==> src/rtl/adpll_loop_sequencer.sv <==
// rtl/adpll_loop_sequencer.sv - ADPLL window sequencer driving the UpDownCounter
//
// Turns phase-detector early/late flags into up/down/hold instructions for the
// UpDownCounter over fixed measurement windows. At each window end it waits one
// cycle for the last instruction to land, samples the counter value, clears the
// counter, publishes the signed sum and updates the lock tracker.
//
// Ports:
//   fpga_clk_i      in   1      clock, all logic on rising edge
//   reset_n_i       in   1      synchronous active-low reset
//   enable_i        in   1      1 = run windows, 0 = abort to idle
//   early_i         in   1      reference leads DCO
//   late_i          in   1      reference lags DCO
//   counter_val_i   in   WIDTH  UpDownCounter value (two's complement)
//   count_instr_o   out  2      00 hold, 01 up, 10 down
//   clear_o         out  1      UpDownCounter clear
//   sample_o        out  WIDTH  last captured window sum (signed)
//   sample_valid_o  out  1      one-cycle strobe when sample_o updates
//   locked_o        out  1      lock indicator

module adpll_loop_sequencer #(
  parameter int WIDTH      = 20,
  parameter int WINDOW_LEN = 64,
  parameter int LOCK_TOL   = 4,
  parameter int LOCK_COUNT = 8
) (
  input  logic             fpga_clk_i,
  input  logic             reset_n_i,
  input  logic             enable_i,
  input  logic             early_i,
  input  logic             late_i,
  input  logic [WIDTH-1:0] counter_val_i,
  output logic [1:0]       count_instr_o,
  output logic             clear_o,
  output logic [WIDTH-1:0] sample_o,
  output logic             sample_valid_o,
  output logic             locked_o
);

  localparam int WIN_W  = (WINDOW_LEN > 1) ? $clog2(WINDOW_LEN) : 1;
  localparam int LOCK_W = $clog2(LOCK_COUNT + 1);

  // Guard limits sit one step inside the representable range: the counter
  // applies an instruction one cycle after we issue it, so one more step may
  // still be in flight when the guard trips.
  localparam logic signed [WIDTH-1:0] UP_LIMIT = {1'b0, {(WIDTH-2){1'b1}}, 1'b0};
  localparam logic signed [WIDTH-1:0] DN_LIMIT = {1'b1, {(WIDTH-2){1'b0}}, 1'b1};
  localparam logic signed [WIDTH-1:0] TOL_POS  = WIDTH'(LOCK_TOL);
  localparam logic signed [WIDTH-1:0] TOL_NEG  = -TOL_POS;

  localparam logic [1:0] INSTR_HOLD = 2'b00;
  localparam logic [1:0] INSTR_UP   = 2'b01;
  localparam logic [1:0] INSTR_DOWN = 2'b10;

  typedef enum logic [2:0] {
    IDLE,
    COUNT,
    SETTLE,
    SAMPLE,
    CLEAR
  } state_t;

  state_t             state, state_nxt;
  logic [WIN_W-1:0]   win_cnt, win_cnt_nxt;
  logic [LOCK_W-1:0]  lock_cnt, lock_cnt_nxt;
  logic [1:0]         instr_nxt;
  logic               clear_nxt;
  logic [WIDTH-1:0]   sample_nxt;
  logic               valid_nxt;
  logic               locked_nxt;

  logic signed [WIDTH-1:0] cval;
  logic                    up_req;
  logic                    dn_req;
  logic                    in_tol;

  assign cval   = $signed(counter_val_i);
  assign up_req = early_i & ~late_i;
  assign dn_req = late_i & ~early_i;
  // The symmetric band test rejects the most-negative value on its own.
  assign in_tol = (cval >= TOL_NEG) && (cval <= TOL_POS);

  always_ff @(posedge fpga_clk_i) begin
    if (!reset_n_i) begin
      state          <= IDLE;
      win_cnt        <= '0;
      lock_cnt       <= '0;
      count_instr_o  <= INSTR_HOLD;
      clear_o        <= 1'b1;
      sample_o       <= '0;
      sample_valid_o <= 1'b0;
      locked_o       <= 1'b0;
    end else begin
      state          <= state_nxt;
      win_cnt        <= win_cnt_nxt;
      lock_cnt       <= lock_cnt_nxt;
      count_instr_o  <= instr_nxt;
      clear_o        <= clear_nxt;
      sample_o       <= sample_nxt;
      sample_valid_o <= valid_nxt;
      locked_o       <= locked_nxt;
    end
  end

  // Outputs are computed for the next cycle, so each state's values here
  // become visible while the FSM sits in the following state.
  always_comb begin
    state_nxt    = state;
    win_cnt_nxt  = win_cnt;
    lock_cnt_nxt = lock_cnt;
    instr_nxt    = INSTR_HOLD;
    clear_nxt    = 1'b0;
    sample_nxt   = sample_o;
    valid_nxt    = 1'b0;
    locked_nxt   = locked_o;

    if (!enable_i) begin
      state_nxt    = IDLE;
      win_cnt_nxt  = '0;
      clear_nxt    = 1'b1;
      lock_cnt_nxt = '0;
      locked_nxt   = 1'b0;
    end else begin
      case (state)
        IDLE: begin
          state_nxt   = COUNT;
          win_cnt_nxt = '0;
        end
        COUNT: begin
          if (up_req && (cval < UP_LIMIT)) begin
            instr_nxt = INSTR_UP;
          end else if (dn_req && (cval > DN_LIMIT)) begin
            instr_nxt = INSTR_DOWN;
          end
          if (win_cnt == WIN_W'(WINDOW_LEN - 1)) begin
            state_nxt = SETTLE;
          end else begin
            win_cnt_nxt = win_cnt + WIN_W'(1);
          end
        end
        SETTLE: begin
          state_nxt = SAMPLE;
        end
        SAMPLE: begin
          state_nxt  = CLEAR;
          sample_nxt = counter_val_i;
          valid_nxt  = 1'b1;
          clear_nxt  = 1'b1;
          if (in_tol) begin
            if (lock_cnt < LOCK_W'(LOCK_COUNT)) begin
              lock_cnt_nxt = lock_cnt + LOCK_W'(1);
            end
            locked_nxt = (lock_cnt_nxt == LOCK_W'(LOCK_COUNT));
          end else begin
            lock_cnt_nxt = '0;
            locked_nxt   = 1'b0;
          end
        end
        CLEAR: begin
          state_nxt   = COUNT;
          win_cnt_nxt = '0;
        end
        default: begin
          state_nxt = IDLE;
          clear_nxt = 1'b1;
        end
      endcase
    end
  end

endmodule
==> config.mk <==
export PLATFORM = sky130hd
export DESIGN_NAME = adpll_loop_sequencer
export DESIGN_NICKNAME = d
export VERILOG_FILES = /design/src/rtl/adpll_loop_sequencer.sv
export SDC_FILE = /design/constraint.sdc
export NUM_CORES = 1
export LEC_CHECK = 0
export BUFFER_PORTS_ARGS = -buffer_cell sky130_fd_sc_hd__buf_2
export CAP_MARGIN = 20
export CORE_ASPECT_RATIO = 1.75
export CORE_MARGIN = 10
export CORE_UTILIZATION = 45
export CTS_BUF_LIST = sky130_fd_sc_hd__clkbuf_4 sky130_fd_sc_hd__clkbuf_8
export CTS_CLUSTER_DIAMETER = 40
export DETAILED_ROUTE_END_ITERATION = 8
export PLACE_DENSITY = 0.72
export SETUP_SLACK_MARGIN = 0.4
export SLEW_MARGIN = 10
export SYNTH_ARGS = -nofsm -noshare
export SYNTH_HDL_FRONTEND = slang
export SYNTH_SLANG_ARGS = --single-unit
export TNS_END_PERCENT = 100
==> constraint.sdc <==
create_clock -name fpga_clk_i -period 3.04 [get_ports fpga_clk_i]
set_input_delay 0.304 -clock fpga_clk_i [delete_from_list [all_inputs] [get_ports fpga_clk_i]]
set_output_delay 0.304 -clock fpga_clk_i [all_outputs]
set_load 0.005 [all_outputs]
==> results_dict.tcl, run 1 <==
set metrics [dict create \
    syn_area_mm2 0.001614 \
    grt_use_met1 0.1159 \
    path_clk_slew_ns 0.08 \
    via_per_inst 5.131 \
    core_area_mm2 0.003433 \
    met2_usage 0.2166 \
    drt_iter0_markers 45 \
    area_growth_pct 23.88 \
    fmax_ghz 0.5481 \
    end_kind "register" \
    grt_pass1_vias 1446 \
    final_cell_mix "49 x nand2_1, 49 x buf_2, 38 x dfxtp_1" \
    min_period_ns 1.825 \
    numCtsBuffers 5 \
    worst_clock_skew_ns 0.006185 \
    hold_viol 0 \
    vias 1447 \
    design_area_mm2 0.001999 \
    ir_drop_mv 0.4659 \
    num_antenna_cells 0 \
    ant_nets 0 \
    cts_buffer_depth 2 \
    place_area_mm2 0.001886 \
    seqCellArea_um2 760.7 \
    fillCellCount 353 \
    grt_pass1_wl_um 6458 \
    antenna_found_initial 0 \
    cts-root-buf "clkbuf_8" \
    slew_headroom 0.5622 \
    ios 50 \
    start_util 0.4701 \
    holdPathStages 2 \
    setup_viol 0 \
    arrival_ns 2.03 \
    yosysUniqueCellTypes 35 \
    grtUsageTotal 0.1247 \
    cp-start-kind "register" \
    cts-resized-gates 0 \
    required_ns 3.24 \
    multi_input_area_um2 815.8 \
    synthCells 187 \
    cp_max_fo 20 \
    hp-start "early_i" \
    p_leak_nw 0.7877 \
    synth_area_leaders "dfxtp_1 47%, nand2_1 11%, a21boi_0 9.3%, nor2_1 3.3%, xor2_1 2.2%" \
    drc 0 \
    syn_nets 214 \
    die_w_um 65.27 \
    yosys.area.top_type "dfxtp_1" \
    drt_wl_total_um 4021 \
    rr_startpoint "state[0]$_SDFFE_PN0P_" \
    dieArea_mm2 0.006476 \
    hold_buffers 0 \
    path_class "register to register" \
    report.final.slew_viol_count 0 \
    yosys_warnings 0 \
    ys_seq_area_frac 0.4713 \
    post_cts_buffers 0 \
    tns_ns 0 \
    htree_num_levels 2 \
    grt_use_met3 0.05393 \
    p_per_area_mw_per_mm2 491.1 \
    synth_top_cell_area_share 0.4713 \
    drive_gt1_frac 0.2489 \
    max_cap_viol_count 0 \
    worstMarginPinSlew_ns 0.6552 \
    ys_seq_elements 38 \
    nNetsFinal 263 \
    holdPathEnd "count_instr_o[1]$_SDFF_PP0_" \
    status "finished clean" \
    row_count 28 \
    rrSetupSlack_ns 1.22 \
    grt-ovfl-total 0 \
    r2r-end "sample_o[5]$_SDFFE_PN0P_" \
    post_drt_wl_per_cell_um 14.26 \
    cts_tree "done" \
    clkLatencyLatePin_ns 0.29 \
    top_usage_layer "met2" \
    io_buffers 49 \
    gp_congestion 0.8413 \
    clkSinkCount 38 \
    r2r_cells 4 \
    drtPass1Iterations 4 \
    rsz0062_at_grt "false" \
    min_period_over_period 0.6002 \
    hpwl_um 3175 \
    dieHeight_um 99.23 \
    syn_avg_cell_area_um2 8.631 \
    hold_class "input port to register" \
    grt_max_degree 25 \
]
[final cells by class]
cell class | count | share of cell area
Inverter | 2 | 0.003755
Sequential cell | 38 | 0.3805
Clock inverter | 3 | 0.02253
Multi-Input combinational cell | 140 | 0.4080
Clock buffer | 5 | 0.03442
Tap cell | 45 | 0.02816
Timing Repair Buffer | 49 | 0.1227
[worst max-delay path by stage]
stage	from	to	cells after the start
floorplan	win_cnt[0]$_SDFFE_PN0P_	win_cnt[5]$_SDFFE_PN0P_	6
global placement	counter_val_i[3]	lock_cnt[1]$_SDFFE_PN0P_	6
detailed placement	state[0]$_SDFFE_PN0P_	sample_o[5]$_SDFFE_PN0P_	4
CTS	state[0]$_SDFFE_PN0P_	sample_o[5]$_SDFFE_PN0P_	4
global route	state[0]$_SDFFE_PN0P_	sample_o[5]$_SDFFE_PN0P_	4
finish	state[0]$_SDFFE_PN0P_	sample_o[5]$_SDFFE_PN0P_	4
[cells by family (layout without fill, tap and decap cells)]
kind of cell | count (synthesis) | count (layout) | synth area share
AND/OR/NAND/NOR | 95 | 95 | 0.2806
flip-flops | 38 | 38 | 0.4713
AO/OA/AOI/OAI | 34 | 34 | 0.1589
buffers and inverters | 9 | 59 | 0.02325
XOR/XNOR | 7 | 7 | 0.03799
adder cells (fa/ha/maj) | 2 | 2 | 0.01550
multiplexers | 2 | 2 | 0.01240
[per-stage QoR]
step	hold slack (ns)	setup slack, ns	power (W)	std cells	util
after floorplan	0.3797	1.526	0.0005376	187	-
after global placement	0.4479	1.265	0.0005700	274	0.5492
after detailed placement	0.4533	1.204	0.0005699	274	0.5492
after CTS	0.1885	1.191	0.0009917	282	0.5824
after global routing	0.1966	0.9702	0.001019	282	0.5824
final	0.1972	1.215	0.0009818	282	0.5824
[Yosys cell counts]
cell type and number:
o22ai_1 1, buf_2 3, ha_1 2, mux2i_1 2, o21ai_1 2, xnor2_1 3
nand4b_1 1, a21oi_1 4, nor4_1 5, o21ai_0 1, inv_1 2, nor4bb_1 1
o31ai_4 1, nand3b_1 3, nor3_1 1, a31oi_1 1, o21a_1 1, nor2_1 14
nand2b_1 1, xor2_1 4, and3b_1 1, nor4b_1 2, a41oi_1 1, and3_1 4
o2111ai_1 1, clkbuf_1 4, nor3b_1 1, a31oi_2 1, and2_1 2, and4b_1 1
nand3_1 4, a21boi_0 20, dfxtp_1 38, nand4_1 5, nand2_1 49
[critical path, cell delays in order, from the launching register on]
cell and delay [ns]:
dfxtp_1 0.42, and3b_1 0.38, and2_1 0.60, nand2_1 0.12, a21boi_0 0.22
[routing by layer]
metal / part of all wire / wire [um] / vias to the layer above
li1: - / - / 746
met1: 0.39 / 1558 / 655
met3: 0.078 / 313 / 7
met4: 0.027 / 110 / 0
met5: 0 / 0 / -
met2: 0.51 / 2038 / 39
[sequential cells by signal, summed over array words and instances (netlist names)]
name and cells:
count_instr_o 2, win_cnt 6, clear_o 1, sample_valid_o 1, state 3, lock_cnt 4
locked_o 1, sample_o 20
[where the power goes]
| group | switching (W) | internal (W) | leakage [nW] |
|---|---|---|---|
| logic | 0.0000311 | 0.0000239 | 0.431 |
| clock network | 0.000180 | 0.000244 | 0.0504 |
| registers | 0.00000265 | 0.000501 | 0.307 |
Power figures use the tool's default switching activity.
==> run 2, diff against run 1 <==
--- a/config.mk
+++ b/config.mk
@@ -5,6 +5,7 @@
 export SDC_FILE = /design/constraint.sdc
 export NUM_CORES = 1
 export LEC_CHECK = 0
+export ABC_AREA = 1
 export BUFFER_PORTS_ARGS = -buffer_cell sky130_fd_sc_hd__buf_2
 export CAP_MARGIN = 20
 export CORE_ASPECT_RATIO = 1.75
@@ -13,7 +14,7 @@
 export CTS_BUF_LIST = sky130_fd_sc_hd__clkbuf_4 sky130_fd_sc_hd__clkbuf_8
 export CTS_CLUSTER_DIAMETER = 40
 export DETAILED_ROUTE_END_ITERATION = 8
-export PLACE_DENSITY = 0.72
+export PLACE_DENSITY = 0.71
 export SETUP_SLACK_MARGIN = 0.4
 export SLEW_MARGIN = 10
 export SYNTH_ARGS = -nofsm -noshare
==> constraint.sdc (replaced) <==
create_clock -name fpga_clk_i -period 1.7 [get_ports fpga_clk_i]
set_input_delay 0.17 -clock fpga_clk_i [delete_from_list [all_inputs] [get_ports fpga_clk_i]]
set_output_delay 0.17 -clock fpga_clk_i [all_outputs]
set_load 0.005 [all_outputs]
==> results_dict.tcl, run 2 <==
set metrics [dict create \
    ys_async_sr_fraction 0 \
    largest_reg_flops 20 \
    drt_wl_total_um 4284 \
    synth_commonest_cells "48 x nand2_1, 38 x dfxtp_1, 33 x nand3_1, 28 x a21oi_1, 24 x nor2_1" \
    min_period_ns 1.257 \
    antenna_found_initial 0 \
    setup_viol 0 \
    p_per_area_mw_per_mm2 892.8 \
    r2r_cells 7 \
    cts_buffer_depth 2 \
    rr_startpoint "lock_cnt[0]$_SDFFE_PN0P_" \
    final_core_util 0.6076 \
    syn_area_mm2 0.001695 \
    drc 0 \
    synth_edf_count 0 \
    vias 1625 \
    tns_ns 0 \
    hpwl_um 3224 \
    yosysUniqueCellTypes 25 \
    yosys.area.top_type "dfxtp_1" \
    synthCells 231 \
    dieArea_mm2 0.006719 \
    min_period_over_period 0.7396 \
    yosys_warnings 0 \
    status "finished clean" \
    syn_avg_cell_area_um2 7.339 \
    fin_hold_ws_ns 0.1457 \
    path_clk_slew_ns 0.08 \
    drive_gt1_frac 0.3090 \
    setup_ws_ns 0.4426 \
    path_class "register to register" \
    die_w_um 66.40 \
    final_cell_mix "49 x buf_2, 47 x nand2_1, 34 x dfxtp_1" \
    grt-ovfl-total 0 \
    drtPass1Iterations 4 \
    area_growth_pct 30.04 \
    grtUsageTotal 0.1287 \
    worst_clock_skew_ns 0.008828 \
    grt_pass1_vias 1529 \
    crit_buf_inv 1 \
    cts_tree "done" \
    final_common_cell "buf_2" \
    dieHeight_um 101.2 \
    rsz0062_at_grt "true" \
    max_cap_viol_count 0 \
    grt_pass1_wl_um 6741 \
    io_buffers 49 \
    synth_most_common_cell "nand2_1" \
    ys_seq_area_frac 0.4487 \
    htree_num_levels 2 \
    crit_chain "ha_1 > inv_1 > o21a_1 > nand2_1 > nor2_1 > nand3_1 > a21oi_1" \
    fmax_ghz 0.7953 \
    slew_headroom 0.5824 \
    numCtsBuffers 5 \
    cp_slowest_cell "dfxtp_2" \
    hold_viol 0 \
    cpPeakStageDelay_ns 0.34 \
    via_per_inst 4.865 \
    worstMarginPinSlew_ns 0.6257 \
    place_ws_ns 0.3668 \
    cts-root-buf "clkbuf_8" \
    worstSetupPathDepth 7 \
    core_area_mm2 0.003628 \
    ys_seq_elements 38 \
    hold_buffers 0 \
    report.final.slew_viol_count 0 \
    holdPathStages 3 \
    ios 50 \
    end_kind "register" \
    ir_drop_mv 0.7454 \
    startpoint "lock_cnt[0]$_SDFFE_PN0P_" \
    gp_congestion 0.8177 \
    clkSinkCount 38 \
    drt_iter0_markers 73 \
    synth_area_leaders "dfxtp_1 45%, nand2_1 11%, nand3_1 9.7%, a21oi_1 8.3%, nor2_1 5.3%" \
    reg.largest.list "sample_o: 20 flops, win_cnt: 6 flops, lock_cnt: 4 flops" \
    hold_class "input port to register" \
    top_register "sample_o" \
    clkLatencyLatePin_ns 0.30 \
    cp-start-kind "register" \
    p_leak_nw 0.9539 \
    required_ns 1.92 \
    syn_nets 258 \
    synth_top_cell_area_share 0.4487 \
    ant_nets 0 \
    cpLargestDelayFamily "flip-flops" \
    start_util 0.4672 \
    num_antenna_cells 0 \
    cp_max_fo 4 \
    hp-start "early_i" \
    grt_max_degree 22 \
    post_drt_wl_per_cell_um 12.83 \
    row_count 29 \
    nNetsFinal 314 \
    arrival_ns 1.48 \
    synth_ff_type "dfxtp_1" \
]
## run 2: timing repair
item                                    CTS  global route
setup buffers                             0             6
pin swaps                                 0             5
gates resized for setup                   2            16
endpoints found under the setup margin    3            27
## run 2: worst paths after layout
check | end | slack (ns)
worst min-delay path | count_instr_o[0]$_SDFF_PN0_ | 0.15
worst min register to register | sample_o[16]$_SDFFE_PN0P_ | 0.46
worst max register to register | locked_o$_SDFFE_PN0P_ | 0.44
worst max-delay path | locked_o$_SDFFE_PN0P_ | 0.44
## run 2: worst reg2reg max path: stages, from the launching register on
cell and delay, ns:
dfxtp_2 0.34, ha_1 0.28, inv_1 0.05, o21a_1 0.12, nand2_1 0.06, nor2_1 0.12, nand3_1 0.09, a21oi_1 0.12
## run 2: per-stage QoR
stage,std cells,total power (W),instance area (um^2)
finish,334,0.001968,2205
detailed placement,320,0.001032,1968
floorplan,231,0.0009758,1695
global route,334,0.002034,2205
CTS,328,0.001994,2117
global placement,320,0.001033,1968
## run 2: cell families (layout without fill, tap and decap cells)
kind of cell,Yosys count,in the layout,share of synthesized area
AOI/OAI and AO/OA,36,36,0.1144
buffers and inverters,32,89,0.08191
and+or+nand+nor,118,118,0.3144
DFF,38,38,0.4487
adders and majority gates,2,2,0.01476
xor gates and xnor gates,5,5,0.02583
## run 2: area by class of cell
cell class / count / area [um^2]
Multi-Input combinational cell: 161 / 824.5
Clock buffer: 6 / 82.58
Fill cell: 358 / 1424
Clock inverter: 2 / 60.06
Sequential cell: 38 / 770.7
Inverter: 23 / 88.84
Timing Repair Buffer: 58 / 320.3
Tap cell: 46 / 57.56
## run 2: power by group
group | internal, W | switching [W] | total [W]
registers | 0.000893 | 0.00000447 | 0.000897
logic | 0.0000449 | 0.0000719 | 0.000117
clock network | 0.000626 | 0.000328 | 0.000954
## run 2: per-layer routing
metal  global-route usage  up-vias  share of wire
li1                     -      862              -
met1               0.1231      725           0.37
met2               0.2272       30           0.55
met3              0.05083        8          0.063
met4              0.06807        0          0.018
met5                    0        -              0
